[config.mk]
export PLATFORM = sky130hd
export DESIGN_NAME = mux_16bit_6i_1o_flat
export DESIGN_NICKNAME = d
export VERILOG_FILES = /design/src/rtl/mux_16bit_6i_1o_pkg.sv /design/src/rtl/mux_16bit_6i_1o_if.sv /design/src/rtl/mux_16bit_6i_1o_out_stage.sv /design/src/rtl/mux_16bit_6i_1o.sv /design/src/flat_wrapper.sv
export SDC_FILE = /design/constraint.sdc
export NUM_CORES = 1
export LEC_CHECK = 0
export BUFFER_PORTS_ARGS = -buffer_cell sky130_fd_sc_hd__buf_2
export CAP_MARGIN = 40
export CORE_MARGIN = 10
export CORE_UTILIZATION = 37
export CTS_BUF_LIST = sky130_fd_sc_hd__clkbuf_16
export DETAILED_ROUTE_END_ITERATION = 12
export GPL_ROUTABILITY_DRIVEN = 0
export PLACE_DENSITY_LB_ADDON = 0.12
export SYNTH_ARGS = -nofsm -noshare
export SYNTH_HDL_FRONTEND = slang
export SYNTH_SLANG_ARGS = --single-unit
export TNS_END_PERCENT = 10
[constraint.sdc]
create_clock -name clk -period 3.1 [get_ports clk]
set_clock_uncertainty 0.15 [all_clocks]
set_input_delay 0.155 -clock clk [delete_from_list [all_inputs] [get_ports clk]]
set_output_delay 0.155 -clock clk [all_outputs]
set_load 0.02 [all_outputs]
[src/rtl/mux_16bit_6i_1o_pkg.sv]
// -----------------------------------------------------------------------------
// mux_16bit_6i_1o_pkg
// Shared constants for the 6-input word selector: default data width, the
// select encoding of operands a..f and the highest legal select code.
// Optional feature macro used by the block: MUX_OUTREG_EN (registered output).
// -----------------------------------------------------------------------------
package mux_16bit_6i_1o_pkg;

   localparam int WIDTH_DEFAULT = 16;

   localparam logic [2:0] SEL_A   = 3'd0;
   localparam logic [2:0] SEL_B   = 3'd1;
   localparam logic [2:0] SEL_C   = 3'd2;
   localparam logic [2:0] SEL_D   = 3'd3;
   localparam logic [2:0] SEL_E   = 3'd4;
   localparam logic [2:0] SEL_F   = 3'd5;
   localparam logic [2:0] SEL_MAX = 3'd5;

   // True when the select code addresses one of the six operands.
   function automatic logic sel_legal(input logic [2:0] sel);
      return (sel <= SEL_MAX);
   endfunction

endpackage

[src/rtl/mux_16bit_6i_1o_if.sv]
// -----------------------------------------------------------------------------
// mux_16bit_6i_1o_if
// Operand/result bundle of the word selector.
//   s            : 3-bit select (0..5 legal, 6/7 illegal)
//   a..f         : WIDTH-bit operands 0..5
//   r            : selected operand
//   sel_err      : current select is illegal
//   sel_err_seen : sticky illegal-select flag
// Modports: master drives s/a..f and observes results; slave is the selector.
// -----------------------------------------------------------------------------
interface mux_16bit_6i_1o_if
   import mux_16bit_6i_1o_pkg::*;
#(
   parameter int WIDTH = WIDTH_DEFAULT
);
   logic [2:0]       s;
   logic [WIDTH-1:0] a;
   logic [WIDTH-1:0] b;
   logic [WIDTH-1:0] c;
   logic [WIDTH-1:0] d;
   logic [WIDTH-1:0] e;
   logic [WIDTH-1:0] f;
   logic [WIDTH-1:0] r;
   logic             sel_err;
   logic             sel_err_seen;

   modport master (
      output s, a, b, c, d, e, f,
      input  r, sel_err, sel_err_seen
   );

   modport slave (
      input  s, a, b, c, d, e, f,
      output r, sel_err, sel_err_seen
   );
endinterface

[src/rtl/mux_16bit_6i_1o_out_stage.sv]
// -----------------------------------------------------------------------------
// mux_out_stage
// Optional output register of the word selector (used only when MUX_OUTREG_EN
// is defined). Captures the selected word and illegal-select flag each rising
// clock edge; synchronous active-high reset loads zeros.
//   clk, reset      : clock, synchronous reset
//   d_data, d_err   : combinational selector result and illegal flag
//   q_data, q_err   : registered copies, 1-cycle latency
// -----------------------------------------------------------------------------
module mux_out_stage #(
   parameter int WIDTH = 16
) (
   input  logic             clk,
   input  logic             reset,
   input  logic [WIDTH-1:0] d_data,
   input  logic             d_err,
   output logic [WIDTH-1:0] q_data,
   output logic             q_err
);

   logic [WIDTH-1:0] data_r;
   logic             err_r;

   // Output pipeline register with synchronous clear.
   always_ff @(posedge clk) begin
      if (reset) begin
         data_r <= {WIDTH{1'b0}};
         err_r  <= 1'b0;
      end else begin
         data_r <= d_data;
         err_r  <= d_err;
      end
   end

   assign q_data = data_r;
   assign q_err  = err_r;

endmodule

[src/rtl/mux_16bit_6i_1o.sv]
// -----------------------------------------------------------------------------
// mux_16bit_6i_1o
// 6-input word selector feeding the register-file / ALU operand paths, with
// select-range checking and a sticky illegal-select flag.
//   clk    : system clock
//   reset  : synchronous active-high reset (clears sel_err_seen)
//   bus    : slave side of mux_16bit_6i_1o_if (s, a..f in; r, sel_err,
//            sel_err_seen out)
// Macro MUX_OUTREG_EN: when defined, r and sel_err are registered (1-cycle
// latency, reset to 0); otherwise they are purely combinational.
// -----------------------------------------------------------------------------
module mux_16bit_6i_1o
   import mux_16bit_6i_1o_pkg::*;
#(
   parameter int WIDTH = WIDTH_DEFAULT
) (
   input  logic               clk,
   input  logic               reset,
   mux_16bit_6i_1o_if.slave   bus
);

   logic [WIDTH-1:0] sel_data_s;
   logic             illegal_s;
   logic             seen_r;

   // Operand selector; illegal codes 6/7 produce an all-zero word.
   always_comb begin
      sel_data_s = {WIDTH{1'b0}};
      case (bus.s)
         SEL_A:   sel_data_s = bus.a;
         SEL_B:   sel_data_s = bus.b;
         SEL_C:   sel_data_s = bus.c;
         SEL_D:   sel_data_s = bus.d;
         SEL_E:   sel_data_s = bus.e;
         SEL_F:   sel_data_s = bus.f;
         default: sel_data_s = {WIDTH{1'b0}};
      endcase
   end

   assign illegal_s = ~sel_legal(bus.s);

   // Sticky illegal-select flag; reset wins over a simultaneous illegal select.
   always_ff @(posedge clk) begin
      if (reset) begin
         seen_r <= 1'b0;
      end else if (illegal_s) begin
         seen_r <= 1'b1;
      end else begin
         seen_r <= seen_r;
      end
   end

   assign bus.sel_err_seen = seen_r;

`ifdef MUX_OUTREG_EN
   logic [WIDTH-1:0] out_data_s;
   logic             out_err_s;

   mux_out_stage #(
      .WIDTH (WIDTH)
   ) u_out_stage (
      .clk    (clk),
      .reset  (reset),
      .d_data (sel_data_s),
      .d_err  (illegal_s),
      .q_data (out_data_s),
      .q_err  (out_err_s)
   );

   assign bus.r       = out_data_s;
   assign bus.sel_err = out_err_s;
`else
   assign bus.r       = sel_data_s;
   assign bus.sel_err = illegal_s;
`endif

endmodule

[src/flat_wrapper.sv]
// flat-port wrapper written by rule: the top's interface ports become plain ports
module mux_16bit_6i_1o_flat import mux_16bit_6i_1o_pkg::*;
#(
   parameter int WIDTH = WIDTH_DEFAULT
)
  (clk, reset, bus_s, bus_a, bus_b, bus_c, bus_d, bus_e, bus_f, bus_r, bus_sel_err, bus_sel_err_seen);
  mux_16bit_6i_1o_if #(.WIDTH(WIDTH)) bus_i ();
  input  logic clk;
  input  logic reset;
  input wire logic [$bits(bus_i.s)-1:0] bus_s;
  input wire logic [$bits(bus_i.a)-1:0] bus_a;
  input wire logic [$bits(bus_i.b)-1:0] bus_b;
  input wire logic [$bits(bus_i.c)-1:0] bus_c;
  input wire logic [$bits(bus_i.d)-1:0] bus_d;
  input wire logic [$bits(bus_i.e)-1:0] bus_e;
  input wire logic [$bits(bus_i.f)-1:0] bus_f;
  output wire logic [$bits(bus_i.r)-1:0] bus_r;
  output wire logic [$bits(bus_i.sel_err)-1:0] bus_sel_err;
  output wire logic [$bits(bus_i.sel_err_seen)-1:0] bus_sel_err_seen;
  assign bus_i.s = bus_s;
  assign bus_i.a = bus_a;
  assign bus_i.b = bus_b;
  assign bus_i.c = bus_c;
  assign bus_i.d = bus_d;
  assign bus_i.e = bus_e;
  assign bus_i.f = bus_f;
  assign bus_r = bus_i.r;
  assign bus_sel_err = bus_i.sel_err;
  assign bus_sel_err_seen = bus_i.sel_err_seen;
  mux_16bit_6i_1o #(.WIDTH(WIDTH)) u_core (.clk(clk), .reset(reset), .bus(bus_i));
endmodule
==> metrics.txt, run 1 <==
global route hottest layer met2; most used cell, CP buf_2; Initial Utilization 38.0%; Rel. slew slack 45.9%; n_diodes 0; Core ar. 2710 um^2; vias 1376; Die Width 72.7 um; I/O pin cnt 119; die area 5290 um^2; Total Neg Setup Slack 0 ps; Power, Total 248 uW; final setup fails 0; layout cells sized above 1 65.3%; Mapped Nets 219; Yosys reg bits 1; min-delay src reset; max incr delay on CP 620 ps; crit path DAT 1670 ps; Place WS 1130 ps; WL final 4330 um; Power Internal 131 uW; RSZ-0062 raised after global routing no; fmax 505 MHz; CP Launch Type input port; Cell Rows 19; VDD IR max 123 uV; critical path class in -> out; status completed; R2R depth 2; postcts setup bufs 0; Comb pwr share 94.2%; dpl hpwl 3700 um; fin crit period 1980 ps; Setup WS post-layout 1120 ps; Hold-fix buffers, CTS 0; nets@finish 328; Syn-to-layout area delta 52.2%; Seq/Total Area, Yosys 1.95%; r2r endpoint u_core.bus.sel_err_seen; Hold Crit Depth 2; Synth Warn # 0; max reg flops 1; switching share of power 47.3%; Worst Hold End u_core.bus.sel_err_seen; Antenna Nets Post-Route 0; Critical Path RT 2790 ps; Vias/cell 5.38; Final Max Slew Viols 0; hold_ws 166 ps; Post-Syn Area 1030 um^2; final worst path period share 63.8%; worst-path cell chain buf_2 > mux2_2 > a21oi_1 > o221ai_1 > buf_2; clock group share of total power 0%; Hold Crit Class in -> reg; Cells after Synth 118; CTS clk-pin slew, worst paths 0 ps; met2 Track Usage GR 27.2%; GRT Residual Overflow 0; crit-path max FO 33; Crit-path slowest cell buf_2; GRT Util Overall 14.8%; DRC Markers 0; Cell Pwr Density 158 nW/um^2; Final Util 57.8%; clk_lat worst skew 0 ps; CTS-repair resized insts 0; initial antenna violation count 0; largest net degree at the start of global routing 39; Leak Pwr 0.000842 uW; worst-margin pin slew 811 ps; MaxCap Viol Count 0; Buf+Inv Stages, Crit Path 2; port bufs 118; met1 Usage GRT 15.8%; first-pass GRT wire length 6830 um; DRT iter0 DRCs 26; flop2flop setup slack 2410 ps; RR Startpoint u_core.bus.sel_err_seen; Reg power frac 5.8%; Net Switching 117 uW; drt wl/cell 16.9 um; Cell variety after synth 32; Worst path top cell family by delay buffers and inverters; endpoints failing hold 0; Worst setup EP type primary output; first drt pass iteration count 4; syn_area_per_cell 8.72 um^2; number of global-route vias before repair 1542; met3 Usage GRT 5.44%; Die H 72.7 um
==> Yosys cell counts <==
master	count	area share [%]
a21oi_1	3	1.5
a21oi_2	5	4.3
a221oi_2	2	2.9
a22oi_1	5	3.7
a32oi_1	5	4.3
and2_1	1	0.61
and2b_4	1	0.97
and3b_1	4	3.4
buf_12	1	1.9
buf_2	4	1.9
buf_4	2	1.5
buf_6	3	3.3
clkbuf_1	1	0.36
dfxtp_1	1	1.9
inv_1	2	0.73
mux2_1	2	2.2
mux2_2	7	7.7
mux2_4	5	7.3
mux2i_1	17	17
nand2_1	7	2.6
nand2b_1	1	0.61
nand3_1	3	1.5
nor2_1	3	1.1
nor2_4	1	1.1
nor2b_1	7	4.3
nor3b_1	1	0.73
nor3b_2	4	4.9
o211ai_1	1	0.73
o211ai_2	4	4.9
o21ai_1	2	0.97
o221ai_1	8	6.8
or3_1	5	3.0
==> power by group through the flow <==
stage	combinational (uW)	sequential (uW)	clock [uW]
finish	233	14.5	0
global route	256	14.6	0
CTS	236	14.5	0
detailed placement	236	14.5	0
global placement	230	14.5	0
floorplan	145	15.5	0
==> worst reg2reg max path: stages (launching register included) <==
cell and delay (ps):
dfxtp_1 290, nor2_1 90, nor2_1 40
==> layout make-up <==
class	instances	area [um^2]
fillers	271	1140
well taps	31	38.8
repair buffers	118	591
multi-input cells	104	908
flip-flops and latches	1	20.0
inverters	2	7.51
==> cells in the final DEF, fill, tap and decap left out, drive strengths merged, types with 5 or more instances in the layout <==
| master | n |
|---|---|
| a21oi | 8 |
| or3 | 5 |
| a32oi | 5 |
| o211ai | 5 |
| buf | 118 |
| nand2 | 7 |
| nor3b | 5 |
| a22oi | 5 |
| o221ai | 8 |
| mux2i | 17 |
| mux2 | 14 |
| nor2b | 7 |
==> metal layers <==
| layer | vias to the layer above | share of wire (%) |
|---|---|---|
| li1 | 682 | - |
| met1 | 608 | 36 |
| met2 | 78 | 51 |
| met3 | 8 | 12 |
| met4 | 0 | 1.6 |
| met5 | - | 0 |
==> cells by family (layout without fill, tap and decap cells) <==
logic type / count (synthesis) / count (layout) / share of synthesized area (%)
AO/OA/AOI/OAI: 35 / 35 / 29.9
buffers and inverters: 13 / 120 / 9.73
flip-flops: 1 / 1 / 1.95
multiplexers: 31 / 31 / 33.7
AND/OR/NAND/NOR: 38 / 38 / 24.7
==> stage by stage <==
step	std cells	instance area [um^2]
after floorplan	118	1030
after global placement	256	1570
after detailed placement	256	1570
after CTS	256	1570
after global routing	256	1570
final	256	1570
==> worst max-delay path by stage <==
| stage | endpoint | slack [ps] | startpoint | cells after the start |
|---|---|---|---|---|
| 3_3_place_gp | bus_r[14] | 1190 | bus_s[1] | 5 |
| 3_5_place_dp | bus_r[14] | 1130 | bus_s[1] | 5 |
| 5_1_grt | bus_r[14] | 1000 | bus_s[1] | 5 |
| 6_report | bus_r[14] | 1120 | bus_s[1] | 5 |
| 4_1_cts | bus_r[14] | 1130 | bus_s[1] | 5 |
| 2_1_floorplan | bus_r[13] | 1730 | bus_s[1] | 5 |
Power figures use the tool's default switching activity.
==> run 2: changes to the inputs <==
- CORE_UTILIZATION: 37 -> 34
- clock period: 3.1 -> 1.9 ns (I/O delays scaled with it)
==> run 2 against run 1 <==
Effect of this change: global-route usage decreased by 0.80 points; first-iteration DRC count rose by 65%; sequential power grew 62%; combinational power grew 67%; worst hold slack got worse by 57 ps; sequential share of layout area about the same; critical path depth increased by 1; cell count up 1.6%; via count decreased by 1.5%.
==> metrics.txt, run 2 (synthesized netlist as in run 1, its figures left out) <==
status completed; R2R depth 2 (unchanged); Hold Crit Class in -> reg; layout cells sized above 1 65.9% (+0.61 points); number of global-route vias before repair 1456 (-5.6%); clock group share of total power 0% (unchanged); n_diodes 0 (unchanged); Hold Crit Depth 2 (unchanged); Crit. Startpoint bus_s[1]; GRT Residual Overflow 0 (unchanged); Leak Pwr 0.000866 uW (+2.8%); nets@finish 332 (+1.2%); switching share of power 46.7% (-0.59 points); CTS clk-pin slew, worst paths 0 ps (unchanged); clk_lat worst skew 0 ps (unchanged); MaxCap Viol Count 0 (unchanged); max reg flops 1 (unchanged); commonest non-fill, non-tap cell in the layout buf_2; DRT iter0 DRCs 43 (+65%); Core ar. 2830 um^2 (+4.4%); Worst setup EP type primary output; Antenna Nets Post-Route 0 (unchanged); RSZ-0062 raised after global routing no; first drt pass iteration count 4 (unchanged); final setup fails 0 (unchanged); Reg power frac 5.7% (about the same); fmax 633 MHz; Rel. slew slack 69.5% (+24 points); Die H 75 um (+3.1%); final worst path period share 83.2%; Initial Utilization 36.4% (-1.6 points); Cell Pwr Density 257 nW/um^2 (+63%); Comb pwr share 94.3% (about the same); vias 1355 (-1.5%); worst-margin pin slew 458 ps (-354 ps); VDD IR max 124 uV (+1.4%); GRT Util Overall 14.0% (-0.80 points); Die Width 75 um (+3.1%); Critical Path RT 1650 ps (-1140 ps); CP Launch Type input port; I/O pin cnt 119 (unchanged); Net Switching 193 uW (+65%); initial antenna violation count 0 (unchanged); Vias/cell 5.21 (-3.0%); final non-filler cell total 260 (+1.6%); largest net degree at the start of global routing 25 (-36%); port bufs 118 (unchanged); drt wl/cell 16.9 um (-0.22%); crit path DAT 1340 ps (-330 ps); Power Internal 221 uW (+69%); Hold-fix buffers, CTS 0 (unchanged); Final Max Slew Viols 0 (unchanged); RR Startpoint u_core.bus.sel_err_seen; endpoints failing hold 0 (unchanged); postcts setup bufs 0 (unchanged); CTS-repair resized insts 0 (unchanged); min-delay src reset; DRC Markers 0 (unchanged); WL final 4380 um (+1.3%); dpl hpwl 3870 um (+4.8%); Placed Cells 260 (+1.6%); Cell Rows 19 (unchanged); most frequent cells in the layout buf_2, mux2i_1, o221ai_1; Total Neg Setup Slack 0 ps (unchanged); Syn-to-layout area delta 56.3%; crit-path max FO 17 (-48%); Power, Total 414 uW (+67%); critical path class in -> out; first-pass GRT wire length 6590 um (-3.5%); die area 5630 um^2 (+6.4%); fin crit period 1580 ps
[run 2: cell count changes in the layout (fill, tap and decap cells not counted)]
cell / change
buf_12: +1
buf_4: +3
[run 2: layout make-up]
| class | count | area, um^2 |
|---|---|---|
| inverter | 2 | 7.51 |
| tap | 31 | 38.8 |
| multi-input combinational | 104 | 908 |
| sequential | 1 | 20.0 |
| fill | 265 | 1220 |
| timing repair buffer | 122 | 633 |
[run 2: path summary, 6_finish.rpt]
check | slack, ps | to
hold reg to reg | 300 | u_core.bus.sel_err_seen
setup / recovery | 320 | bus_r[0]
setup reg to reg | 1220 | u_core.bus.sel_err_seen
hold / removal | 110 | u_core.bus.sel_err_seen
[run 2: per-stage QoR]
stage                     setup slack [ps]  util (%)  cell area, um^2  hold slack [ps]
after detailed placement               314      56.8             1610              110
final                                  320      56.8             1610              109
after global placement                 346      56.8             1610              107
after floorplan                        649         -             1030             17.4
after CTS                              312      56.8             1610              110
after global routing                   204      56.8             1610              132
[run 2: layer usage]
metal	track usage, %	part of all wire [%]
met5	0	0
met4	0	0
met3	4.34	11
met2	26.9	51
met1	15.5	38
[run 2: power by group through the flow]
| stage | sequential (uW) | combinational, uW | clock (uW) |
|---|---|---|---|
| floorplan | 25.3 | 236 | 0 |
| global placement | 23.4 | 384 | 0 |
| detailed placement | 23.5 | 392 | 0 |
| CTS | 23.5 | 393 | 0 |
| global route | 23.6 | 426 | 0 |
| finish | 23.5 | 390 | 0 |
[run 2: critical path, cell delays in order]
cell      delay [ps]
buf_2            300
buf_4            220
mux2_4           310
a21oi_2          160
o211ai_2          80
buf_2            170
